==> src/rtl/noc_vc_bridge.sv <==
// Packet-level bridge from one NoC flit stream onto NUM_VC downstream virtual channels.
// A VC is allocated on each header flit and stays locked until its tail flit is handshaken.
module noc_vc_bridge #(
  parameter int DATA_W  = 32,
  parameter int NUM_VC  = 2,
  parameter int RR_MODE = 1,
  parameter int CNT_W   = 8
) (
  input  logic                     noc_clk,
  input  logic                     noc_rst_n,
  input  logic                     in_valid,
  output logic                     in_ready,
  input  logic [DATA_W-1:0]        in_flit,
  input  logic                     in_is_header,
  input  logic                     in_is_tail,
  output logic [NUM_VC-1:0]        out_valid,
  input  logic [NUM_VC-1:0]        out_ready,
  input  logic [NUM_VC-1:0]        out_vc_ready,
  output logic [NUM_VC*DATA_W-1:0] out_flit,
  output logic [NUM_VC-1:0]        out_is_header,
  output logic [NUM_VC-1:0]        out_is_tail,
  output logic                     busy,
  output logic [NUM_VC-1:0]        grant_vc,
  output logic                     drop_pulse,
  output logic [CNT_W-1:0]         drop_cnt
);

  localparam int VC_W = (NUM_VC > 1) ? $clog2(NUM_VC) : 1;

  localparam logic [0:0] ST_IDLE   = 1'b0;
  localparam logic [0:0] ST_LOCKED = 1'b1;

  logic [0:0]        state_q, state_d;
  logic [NUM_VC-1:0] grant_q, grant_d;
  logic [VC_W-1:0]   gidx_q, gidx_d;
  logic [VC_W-1:0]   rr_ptr_q, rr_ptr_d;
  logic              drop_pulse_q, drop_pulse_d;
  logic [CNT_W-1:0]  drop_cnt_q, drop_cnt_d;

  logic [NUM_VC-1:0] alloc_oh;
  logic [VC_W-1:0]   alloc_idx;
  logic              alloc_found;
  int                alloc_base;
  int                alloc_pos;

  logic [NUM_VC-1:0] lock_sel;
  logic              fire;

  // Search starts at rr_ptr (round-robin) or at 0 (fixed priority) and wraps modulo NUM_VC.
  always_comb begin
    alloc_oh    = '0;
    alloc_idx   = '0;
    alloc_found = 1'b0;
    alloc_base  = (RR_MODE != 0) ? int'(rr_ptr_q) : 0;
    alloc_pos   = 0;
    for (int i = 0; i < NUM_VC; i++) begin
      alloc_pos = alloc_base + i;
      if (alloc_pos >= NUM_VC) begin
        alloc_pos = alloc_pos - NUM_VC;
      end
      if (!alloc_found && out_vc_ready[alloc_pos]) begin
        alloc_found          = 1'b1;
        alloc_oh[alloc_pos]  = 1'b1;
        alloc_idx            = VC_W'(alloc_pos);
      end
    end
  end

  assign lock_sel = (state_q == ST_LOCKED) ? grant_q : '0;

  // In IDLE only stray body flits are accepted (and dropped); headers wait for allocation.
  always_comb begin
    in_ready = 1'b0;
    if (state_q == ST_IDLE) begin
      in_ready = ~in_is_header;
    end else begin
      in_ready = |(grant_q & out_ready);
    end
  end

  assign fire = in_valid & in_ready;

  always_comb begin
    state_d      = state_q;
    grant_d      = grant_q;
    gidx_d       = gidx_q;
    rr_ptr_d     = rr_ptr_q;
    drop_pulse_d = 1'b0;
    drop_cnt_d   = drop_cnt_q;
    case (state_q)
      ST_IDLE: begin
        if (in_valid && !in_is_header) begin
          drop_pulse_d = 1'b1;
          if (drop_cnt_q != {CNT_W{1'b1}}) begin
            drop_cnt_d = drop_cnt_q + 1'b1;
          end
        end else if (in_valid && in_is_header && alloc_found) begin
          state_d = ST_LOCKED;
          grant_d = alloc_oh;
          gidx_d  = alloc_idx;
        end
      end
      ST_LOCKED: begin
        if (fire && in_is_tail) begin
          state_d = ST_IDLE;
          grant_d = '0;
          if (RR_MODE != 0) begin
            rr_ptr_d = (gidx_q == VC_W'(NUM_VC - 1)) ? '0 : gidx_q + 1'b1;
          end
        end
      end
      default: begin
        state_d = ST_IDLE;
        grant_d = '0;
      end
    endcase
  end

  always_ff @(posedge noc_clk or negedge noc_rst_n) begin
    if (!noc_rst_n) begin
      state_q      <= ST_IDLE;
      grant_q      <= '0;
      gidx_q       <= '0;
      rr_ptr_q     <= '0;
      drop_pulse_q <= 1'b0;
      drop_cnt_q   <= '0;
    end else begin
      state_q      <= state_d;
      grant_q      <= grant_d;
      gidx_q       <= gidx_d;
      rr_ptr_q     <= rr_ptr_d;
      drop_pulse_q <= drop_pulse_d;
      drop_cnt_q   <= drop_cnt_d;
    end
  end

  // Zero-latency forwarding onto the locked VC; every other VC is held at zero.
  for (genvar gi = 0; gi < NUM_VC; gi++) begin : g_vc_out
    assign out_valid[gi]                   = lock_sel[gi] & in_valid;
    assign out_is_header[gi]               = lock_sel[gi] & in_is_header;
    assign out_is_tail[gi]                 = lock_sel[gi] & in_is_tail;
    assign out_flit[gi*DATA_W +: DATA_W]   = lock_sel[gi] ? in_flit : '0;
  end

  assign busy       = (state_q == ST_LOCKED);
  assign grant_vc   = grant_q;
  assign drop_pulse = drop_pulse_q;
  assign drop_cnt   = drop_cnt_q;

endmodule

==> config.mk <==
export PLATFORM = sky130hd
export DESIGN_NAME = noc_vc_bridge
export DESIGN_NICKNAME = d
export VERILOG_FILES = /design/src/rtl/noc_vc_bridge.sv
export SDC_FILE = /design/constraint.sdc
export NUM_CORES = 1
export LEC_CHECK = 0
export ABC_AREA = 1
export CAP_MARGIN = 20
export CORE_ASPECT_RATIO = 1.4
export CORE_UTILIZATION = 32
export DETAILED_ROUTE_END_ITERATION = 8
export HOLD_SLACK_MARGIN = 0.02
export PLACE_DENSITY_LB_ADDON = 0.05
export REMOVE_ABC_BUFFERS = 1
export SLEW_MARGIN = 25
export SYNTH_ARGS = -nofsm -noshare
export SYNTH_HDL_FRONTEND = slang
export SYNTH_SLANG_ARGS = --single-unit
==> constraint.sdc <==
create_clock -name noc_clk -period 2.6 [get_ports noc_clk]
set_clock_uncertainty 0.15 [all_clocks]
set_input_delay 0.52 -clock noc_clk [delete_from_list [all_inputs] [get_ports noc_clk]]
set_output_delay 0.52 -clock noc_clk [all_outputs]
set_load 0.1 [all_outputs]
# Word level (Yosys, flattened, before mapping)
# Index checks and enable logic that the tools add are counted.
# word_totals
ff_bits,14
out_inout_bits,83
elab_cells,80
# classes
n_addsub,5
n_lt_le_gt_ge,6
n_eq_ne,4
mux,33
bitwise,12
n_reduce_logical,14
# ops
operator,count
two-way mux 32 bit,4
">= comparator 32 x 1 -> 1 bit, second input constant",2
"< comparator 32 x 3 -> 1 bit, second input constant",2
two-way mux 1 bit,19
two-way mux 2 bit,6
AND reduction 3 bit,3
"adder 8 x 1 -> 8 bit, second input constant",1
"inequality test 8 bit, second input constant",1
bitwise AND 1 bit,7
logical AND 1 bit,7
"inequality test 2 x 1 -> 1 bit, second input constant",2
one-hot mux 2 bit (2 select lines),1
NOT 1 bit,3
"subtractor 1 x 2 -> 3 bit, second input constant",1
"subtractor 2 x 2 -> 3 bit, second input constant",1
"adder 1 x 1 -> 2 bit, second input constant",1
bitwise AND 2 bit,1
demux 1 bit (select 1 bit),2
">= comparator 1 x 2 -> 1 bit, second input constant",1
">= comparator 2 bit, second input constant",1
zero test 1 bit,2
"inequality test 2 bit, second input constant",1
bitwise OR 2 bit,1
one-hot mux 1 bit (2 select lines),1
other kinds (3),3

# Depth between registers and ports, before layout
# Gate-level depths: netlist of the first run.
# logic_depth
ltp_word,13
mapped_depth,8
ltp_nobuf,8

# Least setup slack after synthesis of the first run
# Ideal clock, no wire load.
# synth_timing
kind,register -> output
start,reg state_q (netlist: busy)
end,out out_flit[34]
arrival_ps,2796
slack_ps,-866
path_stages_with_launch,5
path_cell_list,dfrtp_1 buf_6 nand2_1 buf_2 nor2_1
# synth_between
elab_chain_cells,2
# synth_lines
item,line_no,source
from (decl),33,"logic [0:0] state_q, state_d;"
from (signal assigned),128,state_q <= state_d;
two-way mux 2 bit,69,assign lock_sel = (state_q == ST_LOCKED) ? grant_q : '0;
two-way mux 32 bit,142,assign out_flit[gi*DATA_W +: DATA_W] = lock_sel[gi] ? in_flit : '0;
to (decl),19,"output logic [NUM_VC*DATA_W-1:0] out_flit,"
# No other way between the ends.

# Worst setup path after layout of the first run
# layout_timing
start,reg state_q (netlist: busy)
end,out out_flit[63]
# Same word-level chain as after synthesis.

==> impl_results.md, run 1 <==
* F_max at 399 MHz
* Status: completed
* Share of power burned in registers at 8.9%
* CP cell instances: nand2_1 > buf_12 > nor2_1 > buf_12
* Area grow syn2layout at 164%
* IO buf count at 123
* Cts hold-fix bufs at 0
* Total number of H-tree levels at 1
* Post-route ant nets at 0
* Clk_lat worst skew at 0.25 ns
* Dpl ws at 0.329 ns
* Dpl cell area at 3170 sq um
* Clk sinks at 14
* Layout cells sized above 1 at 31.3%
* Maxcap violations at 0
* Total CTS buffers at 3
* Worst Setup End Kind: output pin
* Internal power at 1500 uW
* Die H at 75.1 um
* Crit path largest cell delay at 0.54 ns
* Post-CTS Setup Inserts at 0
* Final min period at 2.50 ns
* Psw at 2790 uW
* Resize count post-CTS at 0
* Most used cell, CP: buf_12
* Antenna Cells at 0
* Slew headroom at 56.0%
* WP data arrival at 1.83 ns
* Most common cell after layout, fill and taps aside: nor2_1
* Detailed Route WL at 5740 um
* Largest net degree at the start of global routing at 36
* Synth Warn # at 0
* Antenna violations before repair at 0
* Nets@finish at 372
* Clock Power Share at 5.1%
* Vias at 1,721
* Drt pass-1 iters at 4
* Crit path required time at 1.93 ns
* Drt wl/cell at 15.5 um
* Final setup vio count at 0
* Yosys reg bits at 14
* HPWL Detailed at 4800 um
* Leakage power at 0.00161 uW
* Cell count after placement at 367
* Hold Violations, Final at 0
* Startpoint types: flop
* CTS root buf: clkbuf_8
* Setup ws final at 0.0963 ns
* Most frequent cells in the layout: nor2_1 (74), buf_12 (72), inv_1 (43)
* Cell variety after synth at 25
* Routability cong. at 0.791
* Vias per std cell at 4.64
* Die width at 54.2 um
* Design area at 3230 sq um
* Unrepaired setup endpoints after global routing: no
* Initial detailed-routing violation count at 45
* Vias in the first global route at 1,606
* Cell count after synthesis at 207
* Comb pwr share at 86.0%
* Slew Limit Fails at 0
* Period utilization at 96.3%
* # rows at 26
* Synthesized area per cell at 5.90 sq um
* Sw Share at 65.1%
* Netlist Area Pre-Place at 1220 sq um
* WP buf/inv at 2
* Hold Crit Class: reg -> reg
* Global-route wire length before repair at 8280 um
* Peak supply drop at 1.00 mV
* Seq/Total Area, Yosys at 28.7%
* Tightest Pin Transition at 0.658 ns
* Power Density at 1330 nW/um^2
* Crit path max fanout at 27
* Gr usage total at 28.7%
* Starting density of the core at 33.5%
* DIE AREA at 4070 sq um
* Drt drc at 0
* CTS tree: built
* Non-filler cells, final at 371
* CP max-delay cell: dfrtp_1
* Clk pin slew, worst setup/hold paths at 0.05 ns
* GR Overflow Total at 0
* Deepest clock path buffer count at 2
* Core box area at 3640 sq um
* Top delay family on crit path: simple AND/OR/NAND/NOR gates
* I/O pin total at 124
* Finished Core Util at 88.6%
* Crit path kind: reg -> out
-- registers in the layout, summed over array words and instances (netlist names) --
name,count
busy,1
drop_cnt,8
drop_pulse,1
gidx_q,1
grant_vc,2
rr_ptr_q,1
-- synthesized netlist by cell type, drive strengths merged --
cell type  count  share of area (%)
nand4          1               0.51
buf            7                3.4
dfrtp         14                 29
xor2           2                1.4
nor3           1               0.82
or2            1               0.51
xnor2          1               0.72
nor2          77                 26
ha             1                1.0
o21ai          3                1.2
nand2         40                 14
nand3b         3                2.2
inv           45                 14
nand3         11                5.3
-- per-stage QoR --
| stage | hold WS (ns) | TNS, ns | power (uW) |
|---|---|---|---|
| final | 0.307 | 0 | 4290 |
| after floorplan | 0.0744 | -97.25 | 2750 |
| after CTS | 0.307 | 0 | 4310 |
| after global placement | 0.289 | 0 | 4060 |
| after global routing | 0.334 | 0 | 4420 |
| after detailed placement | 0.298 | 0 | 4080 |
-- cell type report --
type | instances | area [sq um]
tap | 42 | 52.6
sequential | 14 | 350
clock buffer | 4 | 55.1
inverter | 45 | 176
multi-input combinational | 141 | 653
fill | 171 | 417
timing repair buffer | 125 | 1940
-- final timing paths --
path	from	to	slack [ns]	cells after the start
min in group asynchronous	noc_rst_n	drop_cnt[0]	0.52	1
hold reg to reg	gidx_q	rr_ptr_q	0.31	1
max in group asynchronous	noc_rst_n	grant_vc[0]	1.36	1
setup reg to reg	drop_cnt[1]	drop_cnt[2]	1.00	7
hold / removal	gidx_q	rr_ptr_q	0.31	1
setup / recovery	busy	out_flit[63]	0.1	4
-- power by group through the flow --
| stage | combinational [uW] | sequential [uW] | clock [uW] |
|---|---|---|---|
| 2_1_floorplan | 1970 | 775 | 0 |
| 3_3_place_gp | 3680 | 378 | 0 |
| 3_5_place_dp | 3700 | 383 | 0 |
| 4_1_cts | 3710 | 381 | 221 |
| 5_1_grt | 3800 | 392 | 227 |
| 6_report | 3690 | 383 | 217 |
-- cell families (layout without fill, tap and decap cells) --
| group | Yosys count | count (layout) | share of synthesized area (%) |
|---|---|---|---|
| adders and majority gates | 1 | 1 | 1.02 |
| and+or+nand+nor | 134 | 134 | 49.1 |
| xor gates and xnor gates | 3 | 3 | 2.15 |
| DFF | 14 | 14 | 28.7 |
| AOI/OAI and AO/OA | 3 | 3 | 1.23 |
| buffers and inverters | 52 | 174 | 17.8 |
-- layer usage --
| metal | up-vias | wire, um | track usage [%] |
|---|---|---|---|
| met2 | 79 | 3040 | 50.3 |
| met3 | 11 | 603 | 9.29 |
| met5 | - | 0 | 0 |
| met4 | 0 | 135 | 9.97 |
| met1 | 795 | 1960 | 31.5 |
| li1 | 836 | - | - |
(Power assumes the default switching activity.)
==> run 2: changes to the inputs <==
CTS_CLUSTER_DIAMETER = 50   (was unset)
CTS_CLUSTER_SIZE = 16   (was unset)
==> results of run 2 <==
No change in the layout: final DEF, timing and power equal those of run 1.
==> run 3: changes to the inputs <==
CORE_AREA = 2 2 48 50   (was unset)
CORE_ASPECT_RATIO = unset   (was 1.4)
CORE_UTILIZATION = unset   (was 32)
CTS_BUF_LIST = sky130_fd_sc_hd__clkbuf_2 sky130_fd_sc_hd__clkbuf_4 sky130_fd_sc_hd__clkbuf_8   (was unset)
DIE_AREA = 0 0 50 52   (was unset)
DONT_BUFFER_PORTS = 1   (was unset)
==> impl_results.md, run 3 <==
* Status: did not finish
* Fail Step: 3_5_place_dp
* First error: [ERROR DPL-0038] Utilization greater than 100%, impossible to legalize
* Cell variety after synth at 25 (unchanged)
* Count leader, synth: nor2_1
* I/O pin total at 124 (unchanged)
* Commonest cells post-synth: nor2_1 (74), inv_1 (43), nand2_1 (36)
* Synth top area share at 28.7% (unchanged)
* Die H at 52 um (-31%)
* Netlist Area Pre-Place at 1220 sq um (unchanged)
* Post-synth EDFFs at 0 (unchanged)
* IO buf count at 0 (-100%)
* Compound-cell area share of the yosys netlist at 1.23% (unchanged)
* Cell count after synthesis at 207 (unchanged)
* Starting density of the core at 58.0% (+24 points)
* Yosys reg bits at 14 (unchanged)
* Largest family of logic cells by synthesized area: simple AND/OR/NAND/NOR gates
* # rows at 17 (-35%)
* Post-Synth Adder-Cell Area at 1.02% (unchanged)
* Post-synthesis mux area share at 0% (unchanged)
* Dominant cell type by area after synthesis: dfrtp_1
* Synth Warn # at 0 (unchanged)
* Top post-synthesis cells by area: dfrtp_1 (29%), nor2_1 (23%), inv_1 (13%), nand2_1 (11%), nand3_1 (3.7%)
* Most used DFF post-synth: dfrtp_1
* Asr flop ratio synth at 100% (unchanged)
* Routability cong. at 0.972 (+23%)
* Synth Area in XOR/XNOR at 2.15% (unchanged)
* Die width at 50 um (-7.8%)
* Seq/Total Area, Yosys at 28.7% (unchanged)
* Synthesized area per cell at 5.90 sq um (unchanged)
* Simple logic cell fraction of the synthesized area at 49.1% (unchanged)
==> run 3: cell counts after synthesis <==
No cell type changed its count.
==> run 3: kinds of logic after synthesis <==
group	after synthesis
flops	14
simple gates	134
compound gates	3
buf+inv	52
xor+xnor	3
fa+ha+maj	1
==> run 3: per-stage QoR <==
stage	setup TNS, ns	std cells	instance area [sq um]	setup WS, ns
after global placement	0	312	2900	0.622
after floorplan	-97.25	200	1180	-1.41
==> run 4: changes to the inputs <==
CORE_AREA = 2 2 63 65   (was 2 2 48 50)
CTS_BUF_LIST = unset   (was sky130_fd_sc_hd__clkbuf_2 sky130_fd_sc_hd__clkbuf_4 sky130_fd_sc_hd__clkbuf_8)
CTS_CLUSTER_DIAMETER = unset   (was 50)
CTS_CLUSTER_SIZE = unset   (was 16)
DIE_AREA = 0 0 65 67   (was 0 0 50 52)
HOLD_SLACK_MARGIN = unset   (was 0.02)
PLACE_DENSITY_LB_ADDON = 0.15   (was 0.05)
==> impl_results.md, run 4 (synthesis results as in run 1) <==
* Design area at 2980 sq um
* Dpl cell area at 2930 sq um
* Final min period at 2.40 ns
* Layout cells sized above 1 at 60.1%
* Slew headroom at 56.8%
* Final setup vio count at 0
* Psw at 2860 uW
* Clk pin slew, worst setup/hold paths at 0.05 ns
* Crit path kind: reg -> out
* Vias in the first global route at 1,647
* Total CTS buffers at 3
* Largest net degree at the start of global routing at 36
* Comb pwr share at 87.8%
* GR Overflow Total at 0
* Most frequent cells in the layout: nor2_2 (71), buf_12 (70), inv_1 (43)
* Core box area at 3610 sq um
* Drt drc at 0
* Internal power at 1410 uW
* Antenna Cells at 0
* # rows at 22 (+5)
* Drt pass-1 iters at 4
* Crit path required time at 1.93 ns
* Filler Cell Count at 228
* Period utilization at 92.3%
* Worst hold slack at 0.298 ns
* Worst Setup End Kind: output pin
* IO buf count at 0 (unchanged)
* Tightest Pin Transition at 0.645 ns
* Power Density at 1430 nW/um^2
* Startpoint types: flop
* Share of power burned in registers at 8.1%
* Post-route ant nets at 0
* Gr usage total at 27.0%
* WP data arrival at 1.73 ns
* CTS tree: built
* Clk_lat worst skew at 0.24 ns
* Deepest clock path buffer count at 2
* Total number of H-tree levels at 1
* Global-route wire length before repair at 8770 um
* Maxcap violations at 0
* Clk sinks at 14
* Clock Power Share at 4.1%
* I/O pin total at 124 (unchanged)
* Die H at 67 um (+29%)
* Most common cell after layout, fill and taps aside: nor2_2
* F_max at 417 MHz
* Status: completed
* Die width at 65 um (+30%)
* Vias at 1,562
* Peak supply drop at 0.980 mV
* Resize count post-CTS at 0
* HPWL Detailed at 4740 um
* Area grow syn2layout at 144%
* Finished Core Util at 82.6%
* Slew Limit Fails at 0
* Unrepaired setup endpoints after global routing: no
* Antenna violations before repair at 0
* Max FFs per register at 8
* Leakage power at 0.00142 uW
* Sw Share at 67.0%
* CTS root buf: clkbuf_8
* Initial detailed-routing violation count at 87
* Drt wl/cell at 16.3 um
* DIE AREA at 4360 sq um
* Crit path max fanout at 5
* Nets@finish at 332
* Starting density of the core at 33.9% (-24 points)
* Hold Crit Class: reg -> reg
* Detailed Route WL at 5480 um
* Vias per std cell at 4.65
* Hold Violations, Final at 0
* Routability cong. at 0.799 (-18%)
-- run 4: what timing repair did --
action                                  in CTS  in global routing
hold buffers                                 1                  0
endpoints found under the setup margin       0                  0
hold endpoints to repair                    14                  0
buffers inserted                             0                  0
-- run 4: metal layers --
metal / track usage (%) / routed length, um / vias up
met3: 7.09 / 377 / 12
met5: 0 / 0 / -
met1: 26.7 / 1810 / 720
met4: 7.71 / 143 / 0
li1: - / - / 755
met2: 54.5 / 3160 / 75
-- run 4: area by class of cell --
cell class                 instances  area [sq um]  share of cell area [%]
tap                               48          60.1                    2.02
clock buffer                       3          41.3                    1.39
timing repair buffer              85          1520                    50.9
multi-input combinational        141           833                    28.0
inverter                          45           176                    5.92
sequential                        14           350                    11.8
-- run 4: power by group through the flow --
| stage | Combinational [uW] | Sequential [uW] | Clock (uW) |
|---|---|---|---|
| 2_1_floorplan | 1970 | 775 | 0 |
| 3_3_place_gp | 3710 | 343 | 0 |
| 3_5_place_dp | 3760 | 347 | 0 |
| 4_1_cts | 3770 | 344 | 179 |
| 5_1_grt | 3850 | 353 | 192 |
| 6_report | 3750 | 344 | 176 |
-- run 4: stage by stage --
stage                     setup slack, ns  instances  setup TNS [ns]  total power (uW)
after detailed placement            0.440        332               0              4100
after global placement              0.531        332               0              4050
final                               0.200        336               0              4270
after global routing                0.163        336               0              4390
after floorplan                     -1.41        200          -97.25              2750
after CTS                           0.196        336               0              4290
-- run 4: worst max-delay path, cell delays in order, from the launching register on --
cell	delay [ns]
dfrtp_1	0.51
buf_4	0.38
nand3_1	0.15
nand3_2	0.45
-- run 4: worst paths after layout --
path | start | end | slack, ns | cells after the start
setup / recovery | busy | in_ready | 0.20 | 3
hold / removal | gidx_q | rr_ptr_q | 0.30 | 1
setup reg to reg | busy | grant_vc[1] | 0.44 | 6
hold reg to reg | gidx_q | rr_ptr_q | 0.30 | 1
max in group asynchronous | noc_rst_n | busy | 1.29 | 1
min in group asynchronous | noc_rst_n | drop_cnt[3] | 0.59 | 1
